===== src/rtl/pixel_filter_pkg.sv =====
// pixel_filter_pkg
//   Shared definitions for the pixel filter pipeline: the internal filter
//   mode enum, the 3-bit selection decoder, the fixed colour weights and
//   the gain width.
package pixel_filter_pkg;

  typedef enum logic [2:0] {
    MODE_GRAY   = 3'd0,
    MODE_PINK   = 3'd1,
    MODE_PASS   = 3'd2,
    MODE_INVERT = 3'd3,
    MODE_THRESH = 3'd4
  } mode_e;

  // Gain never exceeds 63, so six bits hold it.
  localparam int unsigned GAIN_W = 6;

  // Gray weights sum to 256 so the >>8 result never exceeds the channel range.
  localparam int unsigned GRAY_WR    = 77;
  localparam int unsigned GRAY_WG    = 150;
  localparam int unsigned GRAY_WB    = 29;
  localparam int unsigned GRAY_SHIFT = 8;

  localparam int unsigned PINK_WR    = 120;
  localparam int unsigned PINK_WG    = 60;
  localparam int unsigned PINK_WB    = 50;
  localparam int unsigned PINK_SHIFT = 14;

  function automatic mode_e decode_mode(input logic [2:0] sel);
    case (sel)
      3'd1:       return MODE_PINK;
      3'd3, 3'd7: return MODE_PASS;
      3'd5:       return MODE_INVERT;
      3'd6:       return MODE_THRESH;
      default:    return MODE_GRAY;
    endcase
  endfunction

endpackage


===== src/rtl/pixel_filter_pipe_pitch_smoother.sv =====
// pitch_smoother
//   Caps the raw pitch into [PITCH_MIN, PITCH_MAX] and runs a first-order
//   IIR on each strobe. Small steps snap straight to the target so the
//   filter cannot stall short of it.
//   Ports:
//     clk, rst_n       clock, async active-low reset
//     pitch_in_i       raw unsigned pitch
//     pitch_valid_i    one-cycle strobe qualifying pitch_in_i
//     p_s_o            smoothed pitch, always inside the cap range
module pitch_smoother
  import pixel_filter_pkg::*;
#(
  parameter int unsigned PITCH_W      = 30,
  parameter int unsigned PITCH_MIN    = 10,
  parameter int unsigned PITCH_MAX    = 63,
  parameter int unsigned SMOOTH_SHIFT = 2
) (
  input  logic               clk,
  input  logic               rst_n,
  input  logic [PITCH_W-1:0] pitch_in_i,
  input  logic               pitch_valid_i,
  output logic [GAIN_W-1:0]  p_s_o
);

  localparam logic [PITCH_W-1:0]  MIN_W = PITCH_W'(PITCH_MIN);
  localparam logic [PITCH_W-1:0]  MAX_W = PITCH_W'(PITCH_MAX);
  localparam logic [GAIN_W+1:0]   SNAP  = (GAIN_W+2)'(1 << SMOOTH_SHIFT);

  logic [GAIN_W-1:0]        cap;
  logic [GAIN_W-1:0]        p_s_q, p_s_d;
  logic signed [GAIN_W+1:0] diff, step, moved;
  logic [GAIN_W+1:0]        diff_abs;

  always_comb begin
    if (pitch_in_i < MIN_W)      cap = GAIN_W'(PITCH_MIN);
    else if (pitch_in_i > MAX_W) cap = GAIN_W'(PITCH_MAX);
    else                         cap = pitch_in_i[GAIN_W-1:0];

    // Two guard bits keep the signed difference of two 6-bit values exact.
    diff     = $signed({2'b00, cap}) - $signed({2'b00, p_s_q});
    diff_abs = diff[GAIN_W+1] ? $unsigned(-diff) : $unsigned(diff);
    step     = diff >>> SMOOTH_SHIFT;
    // The step lies between 0 and diff, so the result stays between
    // p_s and cap and therefore inside the cap range.
    moved    = $signed({2'b00, p_s_q}) + step;

    p_s_d = p_s_q;
    if (pitch_valid_i) begin
      if (diff_abs < SNAP) p_s_d = cap;
      else                 p_s_d = GAIN_W'(moved);
    end
  end

  always_ff @(posedge clk or negedge rst_n) begin
    if (!rst_n) p_s_q <= GAIN_W'(PITCH_MIN);
    else        p_s_q <= p_s_d;
  end

  assign p_s_o = p_s_q;

endmodule


===== src/rtl/pixel_filter_pipe.sv =====
// pixel_filter_pipe
//   Three-stage streaming per-pixel colour filter with full backpressure.
//   Mode and gain are latched on each accepted SOP beat and travel with
//   every beat so in-flight pixels are never affected by a new frame.
//   Ports:
//     clk, rst_n                    clock, async active-low reset
//     filter_selection              requested mode, sampled on accepted SOP
//     pitch_in, pitch_valid         raw pitch and its strobe
//     s_data/s_valid/s_ready        input pixel stream {R,G,B}
//     s_sop, s_eop                  input frame markers
//     m_data/m_valid/m_ready        output pixel stream {R,G,B}
//     m_sop, m_eop                  output frame markers
module pixel_filter_pipe
  import pixel_filter_pkg::*;
#(
  parameter int unsigned IN_BITS      = 4,
  parameter int unsigned OUT_BITS     = 10,
  parameter int unsigned PITCH_W      = 30,
  parameter int unsigned PITCH_MIN    = 10,
  parameter int unsigned PITCH_MAX    = 63,
  parameter int unsigned SMOOTH_SHIFT = 2
) (
  input  logic                  clk,
  input  logic                  rst_n,
  input  logic [2:0]            filter_selection,
  input  logic [PITCH_W-1:0]    pitch_in,
  input  logic                  pitch_valid,
  input  logic [3*IN_BITS-1:0]  s_data,
  input  logic                  s_valid,
  output logic                  s_ready,
  input  logic                  s_sop,
  input  logic                  s_eop,
  output logic [3*OUT_BITS-1:0] m_data,
  output logic                  m_valid,
  input  logic                  m_ready,
  output logic                  m_sop,
  output logic                  m_eop
);

  localparam int unsigned SW = OUT_BITS + 8;
  localparam int unsigned PW = SW + GAIN_W;
  localparam logic [OUT_BITS-1:0] CH_MAX = '1;

  // {c, c, zeros}: replicate the channel into the top of the output width.
  function automatic logic [OUT_BITS-1:0] expand(input logic [IN_BITS-1:0] c);
    logic [OUT_BITS-1:0] w;
    w = OUT_BITS'(c);
    return (w << (OUT_BITS - IN_BITS)) | (w << (OUT_BITS - 2*IN_BITS));
  endfunction

  logic              adv, accept;
  logic [GAIN_W-1:0] p_s;
  mode_e             mode_q, beat_mode;
  logic [GAIN_W-1:0] gain_q, beat_gain;

  logic                s1_valid_q, s1_sop_q, s1_eop_q;
  logic [OUT_BITS-1:0] s1_r_q, s1_g_q, s1_b_q;
  mode_e               s1_mode_q;
  logic [GAIN_W-1:0]   s1_gain_q;

  logic                s2_valid_q, s2_sop_q, s2_eop_q;
  logic [OUT_BITS-1:0] s2_r_q, s2_g_q, s2_b_q;
  mode_e               s2_mode_q;
  logic [SW-1:0]       s2_gsum_q, gsum_d, psum_d;
  logic [PW-1:0]       s2_prod_q, prod_d, pink_full;

  logic                  m_valid_q, m_sop_q, m_eop_q;
  logic [3*OUT_BITS-1:0] m_data_q, m_data_d;
  logic [OUT_BITS-1:0]   gray, pink;

  pitch_smoother #(
    .PITCH_W      (PITCH_W),
    .PITCH_MIN    (PITCH_MIN),
    .PITCH_MAX    (PITCH_MAX),
    .SMOOTH_SHIFT (SMOOTH_SHIFT)
  ) u_pitch (
    .clk           (clk),
    .rst_n         (rst_n),
    .pitch_in_i    (pitch_in),
    .pitch_valid_i (pitch_valid),
    .p_s_o         (p_s)
  );

  assign adv     = !m_valid_q || m_ready;
  assign s_ready = adv;
  assign accept  = s_valid && adv;

  // The SOP beat itself already uses the newly selected mode and gain.
  assign beat_mode = s_sop ? decode_mode(filter_selection) : mode_q;
  assign beat_gain = s_sop ? p_s : gain_q;

  always_ff @(posedge clk or negedge rst_n) begin
    if (!rst_n) begin
      mode_q <= MODE_GRAY;
      gain_q <= GAIN_W'(PITCH_MIN);
    end else if (accept && s_sop) begin
      mode_q <= beat_mode;
      gain_q <= beat_gain;
    end
  end

  // S1: expand and register.
  always_ff @(posedge clk or negedge rst_n) begin
    if (!rst_n) begin
      s1_valid_q <= 1'b0;
      s1_sop_q   <= 1'b0;
      s1_eop_q   <= 1'b0;
      s1_r_q     <= '0;
      s1_g_q     <= '0;
      s1_b_q     <= '0;
      s1_mode_q  <= MODE_GRAY;
      s1_gain_q  <= '0;
    end else if (adv) begin
      s1_valid_q <= accept;
      s1_sop_q   <= s_sop;
      s1_eop_q   <= s_eop;
      s1_r_q     <= expand(s_data[3*IN_BITS-1 -: IN_BITS]);
      s1_g_q     <= expand(s_data[2*IN_BITS-1 -: IN_BITS]);
      s1_b_q     <= expand(s_data[IN_BITS-1:0]);
      s1_mode_q  <= beat_mode;
      s1_gain_q  <= beat_gain;
    end
  end

  // S2: weighted sums and gain multiply.
  always_comb begin
    gsum_d = SW'(GRAY_WR) * SW'(s1_r_q) + SW'(GRAY_WG) * SW'(s1_g_q)
           + SW'(GRAY_WB) * SW'(s1_b_q);
    psum_d = SW'(PINK_WR) * SW'(s1_r_q) + SW'(PINK_WG) * SW'(s1_g_q)
           + SW'(PINK_WB) * SW'(s1_b_q);
    prod_d = PW'(psum_d) * PW'(s1_gain_q);
  end

  always_ff @(posedge clk or negedge rst_n) begin
    if (!rst_n) begin
      s2_valid_q <= 1'b0;
      s2_sop_q   <= 1'b0;
      s2_eop_q   <= 1'b0;
      s2_r_q     <= '0;
      s2_g_q     <= '0;
      s2_b_q     <= '0;
      s2_mode_q  <= MODE_GRAY;
      s2_gsum_q  <= '0;
      s2_prod_q  <= '0;
    end else if (adv) begin
      s2_valid_q <= s1_valid_q;
      s2_sop_q   <= s1_sop_q;
      s2_eop_q   <= s1_eop_q;
      s2_r_q     <= s1_r_q;
      s2_g_q     <= s1_g_q;
      s2_b_q     <= s1_b_q;
      s2_mode_q  <= s1_mode_q;
      s2_gsum_q  <= gsum_d;
      s2_prod_q  <= prod_d;
    end
  end

  // S3: shift, saturate, mode select.
  always_comb begin
    gray      = OUT_BITS'(s2_gsum_q >> GRAY_SHIFT);
    pink_full = s2_prod_q >> PINK_SHIFT;
    pink      = (pink_full > PW'(CH_MAX)) ? CH_MAX : pink_full[OUT_BITS-1:0];
    case (s2_mode_q)
      MODE_PINK:   m_data_d = {pink, pink >> 2, pink >> 1};
      MODE_PASS:   m_data_d = {s2_r_q, s2_g_q, s2_b_q};
      MODE_INVERT: m_data_d = {CH_MAX - s2_r_q, CH_MAX - s2_g_q, CH_MAX - s2_b_q};
      MODE_THRESH: m_data_d = gray[OUT_BITS-1] ? {3{CH_MAX}} : '0;
      default:     m_data_d = {3{gray}};
    endcase
  end

  always_ff @(posedge clk or negedge rst_n) begin
    if (!rst_n) begin
      m_valid_q <= 1'b0;
      m_sop_q   <= 1'b0;
      m_eop_q   <= 1'b0;
      m_data_q  <= '0;
    end else if (adv) begin
      m_valid_q <= s2_valid_q;
      m_sop_q   <= s2_sop_q;
      m_eop_q   <= s2_eop_q;
      m_data_q  <= m_data_d;
    end
  end

  assign m_valid = m_valid_q;
  assign m_sop   = m_sop_q;
  assign m_eop   = m_eop_q;
  assign m_data  = m_data_q;

endmodule


===== config.mk =====
export PLATFORM = sky130hd
export DESIGN_NAME = pixel_filter_pipe
export DESIGN_NICKNAME = d
export VERILOG_FILES = /design/src/rtl/pixel_filter_pkg.sv /design/src/rtl/pixel_filter_pipe_pitch_smoother.sv /design/src/rtl/pixel_filter_pipe.sv
export SDC_FILE = /design/constraint.sdc
export NUM_CORES = 1
export LEC_CHECK = 0
export ABC_CLOCK_PERIOD_IN_PS = 14100
export CORE_AREA = 3 3 177 179
export DETAILED_ROUTE_END_ITERATION = 7
export DIE_AREA = 0 0 180 182
export DONT_BUFFER_PORTS = 1
export HOLD_SLACK_MARGIN = 0.08
export PLACE_DENSITY = 0.62
export REMOVE_ABC_BUFFERS = 1
export SLEW_MARGIN = 20
export SYNTH_ARGS = -nofsm -noshare
export SYNTH_HDL_FRONTEND = slang
export SYNTH_HIERARCHICAL = 1
export SYNTH_SLANG_ARGS = --single-unit

===== constraint.sdc =====
create_clock -name clk -period 14.1 [get_ports clk]
set_clock_uncertainty 0.1 [all_clocks]
set_input_delay 4.23 -clock clk [delete_from_list [all_inputs] [get_ports clk]]
set_output_delay 4.23 -clock clk [all_outputs]
set_load 0.005 [all_outputs]

==> impl_metrics.env <==
export IMPL_status="finished clean"
export IMPL_wl_per_cell_um=16.1
export IMPL_cp_arrival_ns=5.29
export IMPL_drive_gt1_share_pct=4.57
export IMPL_crit_fanout=71
export IMPL_timing_final_crit_period_ns=9.62
export IMPL_cts_sinks=110
export IMPL_synth_edff_count=0
export IMPL_critPathMaxStageDelay_ns=0.53
export IMPL_io_buffer_count=0
export IMPL_grt_max_degree=111
export IMPL_synth_main_ff_cell="dfrtp_1"
export IMPL_worst_pin_slew_ns=0.863
export IMPL_synth_seq_cells=110
export IMPL_fillCellCount=2766
export IMPL_die_h_um=182
export IMPL_cp_endpoint="s_ready"
export IMPL_crit_path_start="m_ready"
export IMPL_fin_tns_setup_ns=0
export IMPL_worstSetupStartpointType="input port"
export IMPL_htreeDepth=3
export IMPL_via_per_inst=5.31
export IMPL_syn_inst=1442
export IMPL_nets=1788
export IMPL_drt_total_wl_mm=29.1
export IMPL_ctsResizeCount=0
export IMPL_antenna_found_initial=0
export IMPL_ff_latch_area_sq_mm=0.00276
export IMPL_place_congestion=0.855
export IMPL_rsz0062_at_grt="no"
export IMPL_crit_type="input port to output port"
export IMPL_maxSlewViolCount=0
export IMPL_hp_class="register to register"
export IMPL_grt_usage_pct=18.5
export IMPL_start_util_pct=44.9
export IMPL_multi_input_area_sq_mm=0.00953
export IMPL_drt_first_iter_violations=596
export IMPL_drtPass1Iterations=7
export IMPL_post_cts_buffers=0
export IMPL_cts_tree="yes"
export IMPL_antenna_cells=0
export IMPL_vias=9629
export IMPL_clkTransAtPathRegs_ns=0.08
export IMPL_finalSetupViolCount=0
export IMPL_first_global_vias=9935
export IMPL_die_area_sq_mm=0.0328
export IMPL_syn2layout_area_growth_pct=5.03
export IMPL_syn_area_per_cell_sq_um=9.24
export IMPL_required_ns=9.77
export IMPL_root_buffer="clkbuf_16"
export IMPL_top_level_ports=86
export IMPL_post_synth_num_cell_types=81
export IMPL_r2r_setup_slack_ns=4.79
export IMPL_drcViolationCount=0
export IMPL_cts_hold_buf=0
export IMPL_reg2reg_depth=31
export IMPL_fin_crit_sh_pct=68.2
export IMPL_reg2reg_to="s2_prod_q[21]$_DFFE_PN0N_"
export IMPL_whs_path_depth=2
export IMPL_slew_limit_headroom_pct=42.4
export IMPL_async_flop_share_pct=100
export IMPL_ant_nets=0
export IMPL_num_rows=63
export IMPL_numCtsBuffers=9
export IMPL_grt_pass1_wl_mm=50.3
export IMPL_core_area_sq_mm=0.0297
export IMPL_dp_final_hpwl_mm=23.8
export IMPL_die_x_um=180
export IMPL_cts_buffer_depth=2
export IMPL_grt_overflow=0
export IMPL_ys_warn_count=6
export IMPL_path_cells="nor2b_4 > buf_4 > clkinv_2"
export IMPL_cp_end_kind="output port"
export IMPL_worstReg2RegStart="s1_g_q[8]$_DFFE_PN0N_"
export IMPL_ys_seq_area_share_pct=20.7
export IMPL_slowest_stage="buf_4"
export IMPL_maxCapViolations=0
export IMPL_hold_viol=0
export IMPL_clock_latency_ns=0.36
export IMPL_fmax_mhz=104
export IMPL_synth_area_sq_mm=0.0133
[metal layers]
metal,global-route usage (%),wire (um)
met4,4.30,469
met2,30.8,13600
met1,25.9,13900
met5,0,0
met3,2.32,1200
[state kept, by name, summed over array words and instances (netlist names), 3 cells and up]
name and count:
s2_r_q 4, s2_b_q 4, u_pitch/p_s_o 6, mode_q 3, gain_q 6, s1_mode_q 3
s2_mode_q 3, s1_gain_q 6, s2_gsum_q 10, s2_g_q 4, m_data 30, s1_g_q 4
s1_r_q 4, s2_prod_q 10, s1_b_q 4
[metrics by stage]
stage                     hold WS, ns  setup WS [ns]  area, sq um  util (%)  cells
after floorplan                 0.330           1.38        13200         -   1403
after global placement          0.342           4.47        13700      46.1   1796
after detailed placement        0.347           4.46        13700      46.1   1796
after CTS                       0.366           4.46        14000      47.1   1812
after global routing            0.384           4.04        14000      47.1   1812
final                           0.362           4.48        14000      47.1   1812
[cells in the final DEF, fill, tap and decap left out, types with 4 or more instances in the layout]
cell,count
xnor2_1,43
o22ai_1,14
a21oi_1,83
a2111oi_0,4
a31oi_1,7
nand3b_1,4
nor2_1,63
nor4_1,10
or3_1,6
a211oi_1,4
or2_2,6
clkbuf_16,9
a21o_1,23
nor3b_1,5
o31ai_1,5
nand2b_1,13
o211ai_1,6
nor3_1,7
o32a_1,18
o21ai_1,11
dfstp_2,4
ha_1,176
nand2_1,163
fa_1,143
mux2_2,8
o21ai_0,61
o22a_1,4
dfrtp_1,106
nand3_1,10
nand4_1,9
xor2_1,19
inv_1,237
o21bai_1,7
nor2b_1,12
mux2i_1,8
and2_1,43
[area by class of cell]
type | instances | area share, %
clock buffer | 9 | 1.61
clock inverter | 7 | 0.554
timing repair buffer | 3 | 0.161
tap | 390 | 3.49
multi-input combinational | 1054 | 68.1
inverter | 239 | 6.42
sequential | 110 | 19.7
[cells by family after synthesis]
group                    count (synthesis)  synth area share, %
XOR/XNOR                                62                 4.07
flip-flops                             110                 20.7
AND/OR/NAND/NOR                        375                 13.8
buffers and inverters                  278                 7.87
multiplexers                            17                 1.39
adder cells (fa/ha/maj)                319                 38.0
AO/OA/AOI/OAI                          281                 14.2
[synthesized netlist by cell type (5+ instances only)]
cell	n	share of area, %
inv_1	238	6.7
ha_1	176	17
nand2_1	163	4.6
fa_1	143	21
dfrtp_1	106	20
a21oi_1	83	3.1
nor2_1	63	1.8
o21ai_0	61	2.3
and2_1	43	2.0
xnor2_1	43	2.8
clkbuf_1	30	0.84
a21o_1	23	1.3
xor2_1	19	1.2
o32a_1	18	1.4
o22ai_1	14	0.66
nand2b_1	13	0.61
nor2b_1	13	0.61
o21ai_1	11	0.41
nand3_1	10	0.38
nor4_1	10	0.47
nand4_1	9	0.42
mux2_2	8	0.68
mux2i_1	8	0.60
a31oi_1	7	0.33
buf_1	7	0.20
nor3_1	7	0.26
o21bai_1	7	0.39
o211ai_1	6	0.34
or2_2	6	0.28
or3_1	6	0.28
nor3b_1	5	0.28
o31ai_1	5	0.28
[how the worst min path moves through the flow]
stage                                 startpoint                     end
after CTS                 s2_valid_q$_DFFE_PN0N_  s2_valid_q$_DFFE_PN0N_
final                     s2_valid_q$_DFFE_PN0N_  s2_valid_q$_DFFE_PN0N_
after detailed placement  s2_valid_q$_DFFE_PN0N_  s2_valid_q$_DFFE_PN0N_
after floorplan           s2_valid_q$_DFFE_PN0N_  s2_valid_q$_DFFE_PN0N_
after global placement    s2_valid_q$_DFFE_PN0N_  s2_valid_q$_DFFE_PN0N_
after global routing      s2_valid_q$_DFFE_PN0N_     m_valid$_DFFE_PN0N_
[worst max-delay path: cells and delay by family]
kind          cells  cell delay [ns]
buf+inv           2             0.98
simple gates      1             0.07
Power is left out: the tool's default activity adds up to more than one toggle a clock period on the data nets, which glitch-free logic cannot reach.
